[src/rtl/sauria_uart_dbg_responder.sv]
// UART debug preload responder: parses byte-stream command frames (write/read/run)
// into single 32-bit accesses on an OBI-style port and returns ACK/NAK plus read data.
module sauria_uart_dbg_responder #(
  parameter int unsigned AddrWidth     = 32,
  parameter int unsigned TimeoutCycles = 100000
) (
  input  logic                 clk_i,
  input  logic                 rst_i,
  input  logic [7:0]           rx_data_i,
  input  logic                 rx_valid_i,
  output logic                 rx_ready_o,
  output logic [7:0]           tx_data_o,
  output logic                 tx_valid_o,
  input  logic                 tx_ready_i,
  output logic                 mem_req_o,
  output logic                 mem_we_o,
  output logic [AddrWidth-1:0] mem_addr_o,
  output logic [31:0]          mem_wdata_o,
  output logic [3:0]           mem_be_o,
  input  logic                 mem_gnt_i,
  input  logic                 mem_rvalid_i,
  input  logic [31:0]          mem_rdata_i,
  input  logic                 mem_err_i,
  output logic                 launch_o,
  output logic [AddrWidth-1:0] launch_addr_o,
  output logic                 busy_o
);

  localparam int unsigned TW = $clog2(TimeoutCycles + 1);
  localparam logic [TW-1:0] TimerLast = TW'(TimeoutCycles - 1);
  localparam logic [7:0] Ack = 8'hA5;
  localparam logic [7:0] Nak = 8'hEE;

  typedef enum logic [2:0] {
    S_IDLE, S_ADDR, S_DATA, S_MEM_REQ, S_MEM_WAIT, S_RESP
  } state_e;

  typedef enum logic [1:0] {
    OP_WR, OP_RD, OP_RUN
  } op_e;

  state_e                state_q, state_d;
  op_e                   op_q, op_d;
  logic [2:0]            cnt_q, cnt_d;
  logic [2:0]            last_q, last_d;
  logic                  nak_q, nak_d;
  logic [31:0]           addr_q, addr_d;
  logic [31:0]           wdata_q, wdata_d;
  logic [31:0]           rdata_q, rdata_d;
  logic [TW-1:0]         timer_q, timer_d;
  logic                  launch_q, launch_d;
  logic [AddrWidth-1:0]  launch_addr_q, launch_addr_d;

  logic        rx_fire;
  logic [31:0] full_addr;
  logic        aligned;
  logic [7:0]  tx_byte;

  assign rx_ready_o = !rst_i && (state_q inside {S_IDLE, S_ADDR, S_DATA});
  assign rx_fire    = rx_valid_i && rx_ready_o;
  // Completed address as seen while the final address byte is on the bus.
  assign full_addr  = {rx_data_i, addr_q[23:0]};
  assign aligned    = (addr_q[1:0] == 2'b00);

  always_comb begin
    tx_byte = 8'h00;
    case (cnt_q)
      3'd0:    tx_byte = nak_q ? Nak : Ack;
      3'd1:    tx_byte = rdata_q[7:0];
      3'd2:    tx_byte = rdata_q[15:8];
      3'd3:    tx_byte = rdata_q[23:16];
      3'd4:    tx_byte = rdata_q[31:24];
      default: tx_byte = 8'h00;
    endcase
  end

  always_comb begin
    state_d       = state_q;
    op_d          = op_q;
    cnt_d         = cnt_q;
    last_d        = last_q;
    nak_d         = nak_q;
    addr_d        = addr_q;
    wdata_d       = wdata_q;
    rdata_d       = rdata_q;
    timer_d       = timer_q;
    launch_d      = 1'b0;
    launch_addr_d = launch_addr_q;

    case (state_q)
      S_IDLE: begin
        timer_d = '0;
        if (rx_fire) begin
          cnt_d  = 3'd0;
          last_d = 3'd0;
          nak_d  = 1'b0;
          case (rx_data_i)
            8'h01: begin op_d = OP_WR;  state_d = S_ADDR; end
            8'h02: begin op_d = OP_RD;  state_d = S_ADDR; end
            8'h03: begin op_d = OP_RUN; state_d = S_ADDR; end
            default: begin nak_d = 1'b1; state_d = S_RESP; end
          endcase
        end
      end

      S_ADDR: begin
        if (rx_fire) begin
          timer_d = '0;
          addr_d[cnt_q[1:0]*8 +: 8] = rx_data_i;
          cnt_d = cnt_q + 3'd1;
          if (cnt_q == 3'd3) begin
            cnt_d = 3'd0;
            case (op_q)
              OP_WR: state_d = S_DATA;
              OP_RD: begin
                nak_d   = !aligned;
                state_d = aligned ? S_MEM_REQ : S_RESP;
              end
              default: begin
                nak_d   = !aligned;
                state_d = S_RESP;
                if (aligned) begin
                  launch_d      = 1'b1;
                  launch_addr_d = full_addr[AddrWidth-1:0];
                end
              end
            endcase
          end
        end else if (timer_q == TimerLast) begin
          timer_d = '0;
          state_d = S_IDLE;
        end else begin
          timer_d = timer_q + 1'b1;
        end
      end

      S_DATA: begin
        if (rx_fire) begin
          timer_d = '0;
          wdata_d[cnt_q[1:0]*8 +: 8] = rx_data_i;
          cnt_d = cnt_q + 3'd1;
          if (cnt_q == 3'd3) begin
            // Data bytes are always consumed so the host stays framed, even on NAK.
            cnt_d   = 3'd0;
            nak_d   = !aligned;
            state_d = aligned ? S_MEM_REQ : S_RESP;
          end
        end else if (timer_q == TimerLast) begin
          timer_d = '0;
          state_d = S_IDLE;
        end else begin
          timer_d = timer_q + 1'b1;
        end
      end

      S_MEM_REQ: begin
        if (mem_gnt_i) state_d = S_MEM_WAIT;
      end

      S_MEM_WAIT: begin
        if (mem_rvalid_i) begin
          cnt_d   = 3'd0;
          nak_d   = mem_err_i;
          state_d = S_RESP;
          if (!mem_err_i) begin
            rdata_d = mem_rdata_i;
            if (op_q == OP_RD) last_d = 3'd4;
          end
        end
      end

      S_RESP: begin
        if (tx_ready_i) begin
          if (cnt_q == last_q) begin
            cnt_d   = 3'd0;
            state_d = S_IDLE;
          end else begin
            cnt_d = cnt_q + 3'd1;
          end
        end
      end

      default: state_d = S_IDLE;
    endcase
  end

  always_ff @(posedge clk_i) begin
    if (rst_i) begin
      state_q       <= S_IDLE;
      op_q          <= OP_WR;
      cnt_q         <= 3'd0;
      last_q        <= 3'd0;
      nak_q         <= 1'b0;
      addr_q        <= '0;
      wdata_q       <= '0;
      rdata_q       <= '0;
      timer_q       <= '0;
      launch_q      <= 1'b0;
      launch_addr_q <= '0;
    end else begin
      state_q       <= state_d;
      op_q          <= op_d;
      cnt_q         <= cnt_d;
      last_q        <= last_d;
      nak_q         <= nak_d;
      addr_q        <= addr_d;
      wdata_q       <= wdata_d;
      rdata_q       <= rdata_d;
      timer_q       <= timer_d;
      launch_q      <= launch_d;
      launch_addr_q <= launch_addr_d;
    end
  end

  assign tx_valid_o    = !rst_i && (state_q == S_RESP);
  assign tx_data_o     = tx_valid_o ? tx_byte : 8'h00;
  assign mem_req_o     = !rst_i && (state_q == S_MEM_REQ);
  assign mem_we_o      = mem_req_o && (op_q == OP_WR);
  assign mem_addr_o    = addr_q[AddrWidth-1:0];
  assign mem_wdata_o   = wdata_q;
  assign mem_be_o      = 4'hF;
  assign launch_o      = !rst_i && launch_q;
  assign launch_addr_o = launch_addr_q;
  assign busy_o        = !rst_i && (state_q != S_IDLE);

endmodule

[config.mk]
export PLATFORM = sky130hd
export DESIGN_NAME = sauria_uart_dbg_responder
export DESIGN_NICKNAME = d
export VERILOG_FILES = /design/src/rtl/sauria_uart_dbg_responder.sv
export SDC_FILE = /design/constraint.sdc
export NUM_CORES = 1
export LEC_CHECK = 0
export BUFFER_PORTS_ARGS = -buffer_cell sky130_fd_sc_hd__buf_2
export CAP_MARGIN = 10
export CELL_PAD_IN_SITES_DETAIL_PLACEMENT = 1
export CELL_PAD_IN_SITES_GLOBAL_PLACEMENT = 2
export CORE_MARGIN = 2
export CORE_UTILIZATION = 30
export CTS_CLUSTER_DIAMETER = 150
export CTS_CLUSTER_SIZE = 12
export DETAILED_ROUTE_END_ITERATION = 7
export GPL_TIMING_DRIVEN = 1
export PLACE_DENSITY_LB_ADDON = 0.08
export REMOVE_ABC_BUFFERS = 1
export SYNTH_ARGS = -nofsm -noshare
export SYNTH_HDL_FRONTEND = slang
export SYNTH_SLANG_ARGS = --single-unit
[constraint.sdc]
create_clock -name clk_i -period 2.8 [get_ports clk_i]
set_input_delay 0.42 -clock clk_i [delete_from_list [all_inputs] [get_ports clk_i]]
set_output_delay 0.42 -clock clk_i [all_outputs]
set_load 0.05 [all_outputs]
==> results by group, run 1 <==
Global routing
  • Vias in the first global route: 6,398
  • First-pass GRT wire length: 36,200 µm
  • Grt ovf: 0
  • Initial antenna violation count: 0
  • Largest net degree at the start of global routing: 73
  • GRT Overall Usage: 19.1%

Synthesis
  • Sequential area share after synthesis: 45.9%
  • Synth Instances: 865
  • YS warnings: 0
  • Post-synth EDFFs: 0
  • Synth async-reset ratio: 0%
  • Yosys top cell area share: 45.9%
  • Syn Area/Cell: 7.86 µm²
  • Synth cell types: 67
  • Area leader, netlist: dfxtp_1
  • Ys flop type: dfxtp_1
  • Synth area leaders: dfxtp_1, nand2_1, a21oi_1
  • Synthesized flop and latch total: 156
  • Synth Cell Area: 6800 µm²

CTS
  • CTS Buffer Depth: 2
  • CTS tree: built
  • Clock transition at path regs: 70 ps
  • Worst-Skew Late Latency: 420 ps
  • Root buffer cell: clkbuf_16
  • Post-CTS Hold Fix Bufs: 0
  • Total CTS buffers: 17
  • Post-CTS setup repair buffer count: 0
  • CTS HTree Levels: 4
  • TritonCTS Sinks: 156

Critical path
  • CP cell instances: ha_1 > ha_1 > buf_6 > a222oi_1 > o21a_1 > nor2_1 > buf_2
  • Crit path DAT: 2240 ps
  • Crit path max-delay cell type: dfxtp_4
  • Critical path class: flop to output pin
  • CP dominant cell by count: ha_1
  • CP endpoint kind: output pin
  • Crit path launch type: flop
  • Max FO, Critical Path: 14
  • WP data required: 2380 ps
  • Max incr delay on CP: 370 ps

Route
  • Routed wire length: 22,600 µm
  • Drt pass-1 iters: 4
  • Vias per cell: 4.98
  • Via count: 6,440
  • # DRC: 0
  • Post-route ant nets: 0
  • Drt wl/cell: 17.5 µm
  • Drt initial violations: 285

Floorplan
  • Die height: 155 µm
  • Initial Util: 30.3%
  • Row Count: 55
  • Core Area: 22,400 µm²
  • Die area: 23,900 µm²
  • Die W: 155 µm
  • IO Pins: 161

Power
  • Pwr dens: 729 nW/µm²
  • VDD IR max: 0.000339 V
  • Leak pwr: 3.33 nW
  • Tot Pwr: 0.00619 W

Worst hold path
  • HP Class: input port to flop

STA
  • Final Hold Fails: 0
  • FMAX: 376 MHz
  • Final setup vio count: 0
  • Max Slew Vio Count: 0
  • Fin crit share: 95.1%
  • Hold WS: 230 ps
  • Clk_skew: 12.8 ps
  • Slew headroom: 45.0%
  • RSZ-0062 raised after global routing: true
  • Clock period minus worst slack: 2660 ps
  • Worst slew pin tran: 825 ps
  • Setup TNS: 0 ps

Cells and area
  • Ratio of cells with drive above 1 in the final layout: 22.8%
  • Layout area overhead: 24.8%
  • Non-filler instance count after layout: 1,294
  • Fin nets: 1,053
  • N_diodes: 0

Outcome
  • Status: complete, no violations

Placement
  • Placed Cells: 1,263
  • HPWL after DPL: 15,600 µm
  • GPL Wtd Cong: 0.750
  • Port Buf Inserts: 156

Flow run
  • Max_cap viols: 0
state kept, by name, summed over array words and instances, names as in the netlist:
name / flops
launch_addr_o: 32
mem_addr_o: 32
mem_wdata_o: 32
rdata_q: 32
timer_q: 17
cnt_q: 3
state_q: 3
op_q: 2
last_q: 1
launch_q: 1
nak_q: 1
power by group:
group          switching [W]  leakage [nW]  internal [W]
clock network       0.000985         0.316       0.00155
logic               0.000862          1.76      0.000422
registers          0.0000703          1.26       0.00230
total                0.00192          3.33       0.00427
layer usage:
metal  global-route usage [%]  share of wire, %  vias to the layer above
li1                         -                 -                     3230
met4                     4.89               1.1                        0
met2                     31.5                47                      127
met1                     25.8                48                     3061
met3                     3.64               4.0                       22
met5                        0                 0                        -
critical path: cells and delay by family, from the launching register on:
| family | cells | cell delay [ps] |
|---|---|---|
| AOI/OAI and AO/OA | 2 | 540 |
| adders and majority gates | 2 | 460 |
| buffers and inverters | 2 | 400 |
| DFF | 1 | 370 |
| and+or+nand+nor | 1 | 50 |
area by class of cell:
class / count / area, µm²
clock buffer: 19 / 453
clock inverter: 12 / 185
fill: 2735 / 13900
inverter: 11 / 41.3
multi-input combinational: 631 / 3340
sequential: 156 / 3130
tap: 285 / 357
timing repair buffer: 180 / 986
through the flow:
step           worst slack [ps]  utilization, %  cell area (µm²)
2_1_floorplan              -251               -             6480
3_3_place_gp                134            34.9             7820
3_5_place_dp               39.2            34.9             7820
4_1_cts                    53.4            37.8             8470
5_1_grt                   -10.8            37.8             8490
6_report                    138            37.8             8490
repair_timing:
item                       CTS  global route
setup endpoints to repair    8             5
gates resized for setup      3             6
pin swaps                    0             1
cells in the mapped netlist (all sizes together) (2+ instances only):
library cell / instances
clkbuf: 41
o2bb2ai: 2
a211oi: 4
o31ai: 2
xnor2: 2
a21oi: 148
o21a: 3
nand2: 216
nand4: 6
buf: 29
nor3: 9
a31oi: 6
and4: 2
dfxtp: 156
nor4: 5
mux2i: 3
a222oi: 7
o31a: 2
and2: 9
inv: 11
o21ai: 14
or2: 2
nor3b: 3
or3b: 2
nand2b: 6
ha: 9
nor2: 36
or3: 3
a22o: 3
nand3b: 3
nor2b: 4
a21o: 8
and3: 7
nand3: 77
xor2: 6
layout by cell type (no fill, tap or decap), types with 10 or more instances in the layout:
master / Yosys / final
nand3_1: 77 / 77
dfxtp_1: 156 / 155
nand2_1: 215 / 215
buf_2: 15 / 154
inv_1: 10 / 10
o21ai_0: 13 / 13
a21oi_1: 148 / 148
buf_4: 11 / 23
clkbuf_16: 0 / 17
nor2_1: 34 / 33
worst paths after layout:
check | startpoint | to | slack, ps | cells past startpoint
worst min-delay path | mem_rdata_i[14] | rdata_q[14] | 230 | 3
worst max register to register | state_q[2] | mem_wdata_o[12] | 740 | 5
worst min register to register | launch_addr_o[20] | launch_addr_o[20] | 450 | 2
worst max-delay path | cnt_q[0] | tx_data_o[5] | 140 | 7
cell families after synthesis:
| family | synth area share (%) |
|---|---|
| AO/OA/AOI/OAI | 18.2 |
| XOR/XNOR | 1.03 |
| adder cells (fa/ha/maj) | 1.66 |
| buffers and inverters | 5.57 |
| flip-flops | 45.9 |
| multiplexers | 0.441 |
| other | 0.0551 |
| AND/OR/NAND/NOR | 27.1 |
Power figures use the tool's default switching activity.
==> inputs of run 2 (changes only) <==
--- a/config.mk
+++ b/config.mk
@@ -7,7 +7,7 @@
 export LEC_CHECK = 0
 export BUFFER_PORTS_ARGS = -buffer_cell sky130_fd_sc_hd__buf_2
 export CAP_MARGIN = 10
-export CELL_PAD_IN_SITES_DETAIL_PLACEMENT = 1
+export CELL_PAD_IN_SITES_DETAIL_PLACEMENT = 2
 export CELL_PAD_IN_SITES_GLOBAL_PLACEMENT = 2
 export CORE_MARGIN = 2
 export CORE_UTILIZATION = 30
==> run 2 against run 1 <==
Sequential power about the same. Register-to-register slack worse by 70 ps. Critical path type unchanged. Design area unchanged. Highest routed layer unchanged. Global-route usage up 1.0 points.
==> results by group, run 2 (same netlist as run 1, synthesis figures left out) <==
Global routing
  • Vias in the first global route: 6,786 (+6.1%)
  • First-pass GRT wire length: 38,100 µm (+5.4%)
  • GRT Overall Usage: 20.1% (+1.0 points)
  • Grt ovf: 0 (unchanged)
  • Largest net degree at the start of global routing: 73 (unchanged)
  • Initial antenna violation count: 0 (unchanged)

CTS
  • Worst-Skew Late Latency: 430 ps (about the same)
  • Post-CTS Hold Fix Bufs: 0 (unchanged)
  • Clock transition at path regs: 70 ps (about the same)
  • TritonCTS Sinks: 156 (unchanged)
  • CTS Buffer Depth: 2 (unchanged)
  • Root buffer cell: clkbuf_16
  • CTS HTree Levels: 4 (unchanged)
  • Total CTS buffers: 17 (unchanged)
  • CTS tree: built

Floorplan
  • IO Pins: 161 (unchanged)
  • Die height: 155 µm (unchanged)
  • Core Area: 22,400 µm² (unchanged)
  • Die W: 155 µm (unchanged)
  • Row Count: 55 (unchanged)
  • Initial Util: 30.3% (unchanged)
  • Die area: 23,900 µm² (unchanged)

Critical path
  • Crit path launch type: flop
  • CP endpoint kind: output pin
  • Max FO, Critical Path: 14 (unchanged)
  • CP dominant cell by count: ha_1
  • Crit path DAT: 2240 ps (about the same)
  • Max incr delay on CP: 380 ps (about the same)
  • Buf/Inv on CP: 2 (unchanged)
  • Crit path max-delay cell type: dfxtp_4
  • WP data required: 2380 ps (about the same)
  • CP cell instances: ha_1 > ha_1 > buf_6 > a222oi_1 > o21a_1 > nor2_1 > buf_2
  • Crit path max-delay family: compound AO/OA/AOI/OAI gates
  • Critical path class: flop to output pin

Route
  • Drt initial violations: 257 (-9.8%)
  • Post-route ant nets: 0 (unchanged)
  • Drt pass-1 iters: 4 (unchanged)
  • Drt wl/cell: 18.4 µm (+5.5%)
  • Met2 WL post-DR: 11,700 µm (+11%)
  • Vias per cell: 5.09 (+2.2%)
  • Wire length on met3: 978 µm (+9.4%)
  • Top layer in use: met4
  • # DRC: 0 (unchanged)
  • Routed met1 length: 11,000 µm (+1.1%)
  • Routed wire length: 23,900 µm (+5.7%)
  • Via count: 6,596 (+2.4%)

Placement
  • Pre-CTS setup slack: 0.651 ps (-38.5 ps)
  • HPWL after DPL: 16,600 µm (+6.4%)
  • GPL Wtd Cong: 0.750 (unchanged)
  • Port Buf Inserts: 156 (unchanged)

STA
  • Slew headroom: 44.8% (-0.28 points)
  • Clk_skew: 10.7 ps (-2.12 ps)
  • Fin crit share: 95.1% (about the same)
  • FMAX: 375 MHz (about the same)
  • Hold WS: 227 ps (-2.90 ps)
  • RSZ-0062 raised after global routing: false
  • Worst slew pin tran: 829 ps (+4.13 ps)
  • Max Slew Vio Count: 0 (unchanged)
  • Setup ws final: 137 ps (-1.97 ps)
  • Setup TNS: 0 ps (unchanged)
  • Clock period minus worst slack: 2660 ps (+1.97 ps)
  • Final Hold Fails: 0 (unchanged)
  • Final setup vio count: 0 (unchanged)

Cells and area
  • Most frequent cells in the layout: nand2_1, dfxtp_1, buf_2
  • Seq. cell area: 3130 µm² (about the same)
  • Ratio of cells with drive above 1 in the final layout: 23.3% (+0.53 points)
  • Area of the multi-input gates: 3340 µm² (about the same)
  • N_diodes: 0 (unchanged)
  • Fin nets: 1,055 (+0.19%)
  • Fillers: 2,674 (-2.2%)
  • Most common cell after layout, fill and taps aside: nand2_1
  • Layout area overhead: 24.8% (unchanged)

Flow run
  • Max_cap viols: 0 (unchanged)

Power
  • VDD IR max: 0.000396 V (+17%)
  • Pwr dens: 721 nW/µm² (-1.0%)
  • Leak pwr: 3.32 nW (-0.39%)

Worst hold path
  • HP Class: input port to flop

Outcome
  • Status: complete, no violations
## run 2: cell type report
| cell class | instances | share of cell area [%] |
|---|---|---|
| Multi-Input combinational cell | 631 | 39.4 |
| Sequential cell | 156 | 36.8 |
| Timing Repair Buffer | 182 | 11.9 |
| Clock buffer | 18 | 5.17 |
| Tap cell | 285 | 4.20 |
| Clock inverter | 14 | 2.00 |
| Inverter | 11 | 0.531 |
## run 2: worst paths after layout
| kind | from | to | slack, ps | depth (start not counted) |
|---|---|---|---|---|
| max | cnt_q[0] | tx_data_o[2] | 140 | 7 |
| min | mem_rdata_i[15] | rdata_q[15] | 230 | 3 |
| max reg2reg | cnt_q[0] | state_q[0] | 670 | 6 |
| min reg2reg | mem_wdata_o[3] | mem_wdata_o[3] | 460 | 2 |
## run 2: worst reg2reg max path: stages (launching register included)
cell and delay, ps:
dfxtp_4 380, ha_1 230, ha_1 250, buf_6 180, o311ai_1 690, a211o_1 220, o21ai_0 90
## run 2: power breakdown
group,internal [W],switching (W),leakage (nW)
Clock,0.00138,0.00106,0.295
Sequential,0.00230,0.0000709,1.26
Combinational,0.000435,0.000884,1.77
Total,0.00411,0.00202,3.32
## run 2: metrics by stage
stage	utilization, %	instances	cell area [µm²]	power [W]
2_1_floorplan	-	798	6480	0.00321
3_3_place_gp	34.9	1263	7820	0.00371
3_5_place_dp	34.9	1263	7820	0.00371
4_1_cts	37.6	1295	8450	0.00617
5_1_grt	37.8	1297	8490	0.00644
6_report	37.8	1297	8490	0.00612
## run 2: per-layer routing
metal	global-route usage, %	vias up
met5	0	-
met4	4.23	0
met3	4.09	17
met2	34.6	120
met1	26.2	3233
li1	-	3226
## run 2: timing repair
| item | 4_1_cts | 5_1_grt |
|---|---|---|
| resized for setup | 3 | 12 |
| setup buffers | 0 | 2 |
| setup endpoints to repair | 8 | 5 |
| hold endpoints to repair | 0 | 0 |
| pin swaps | 0 | 2 |
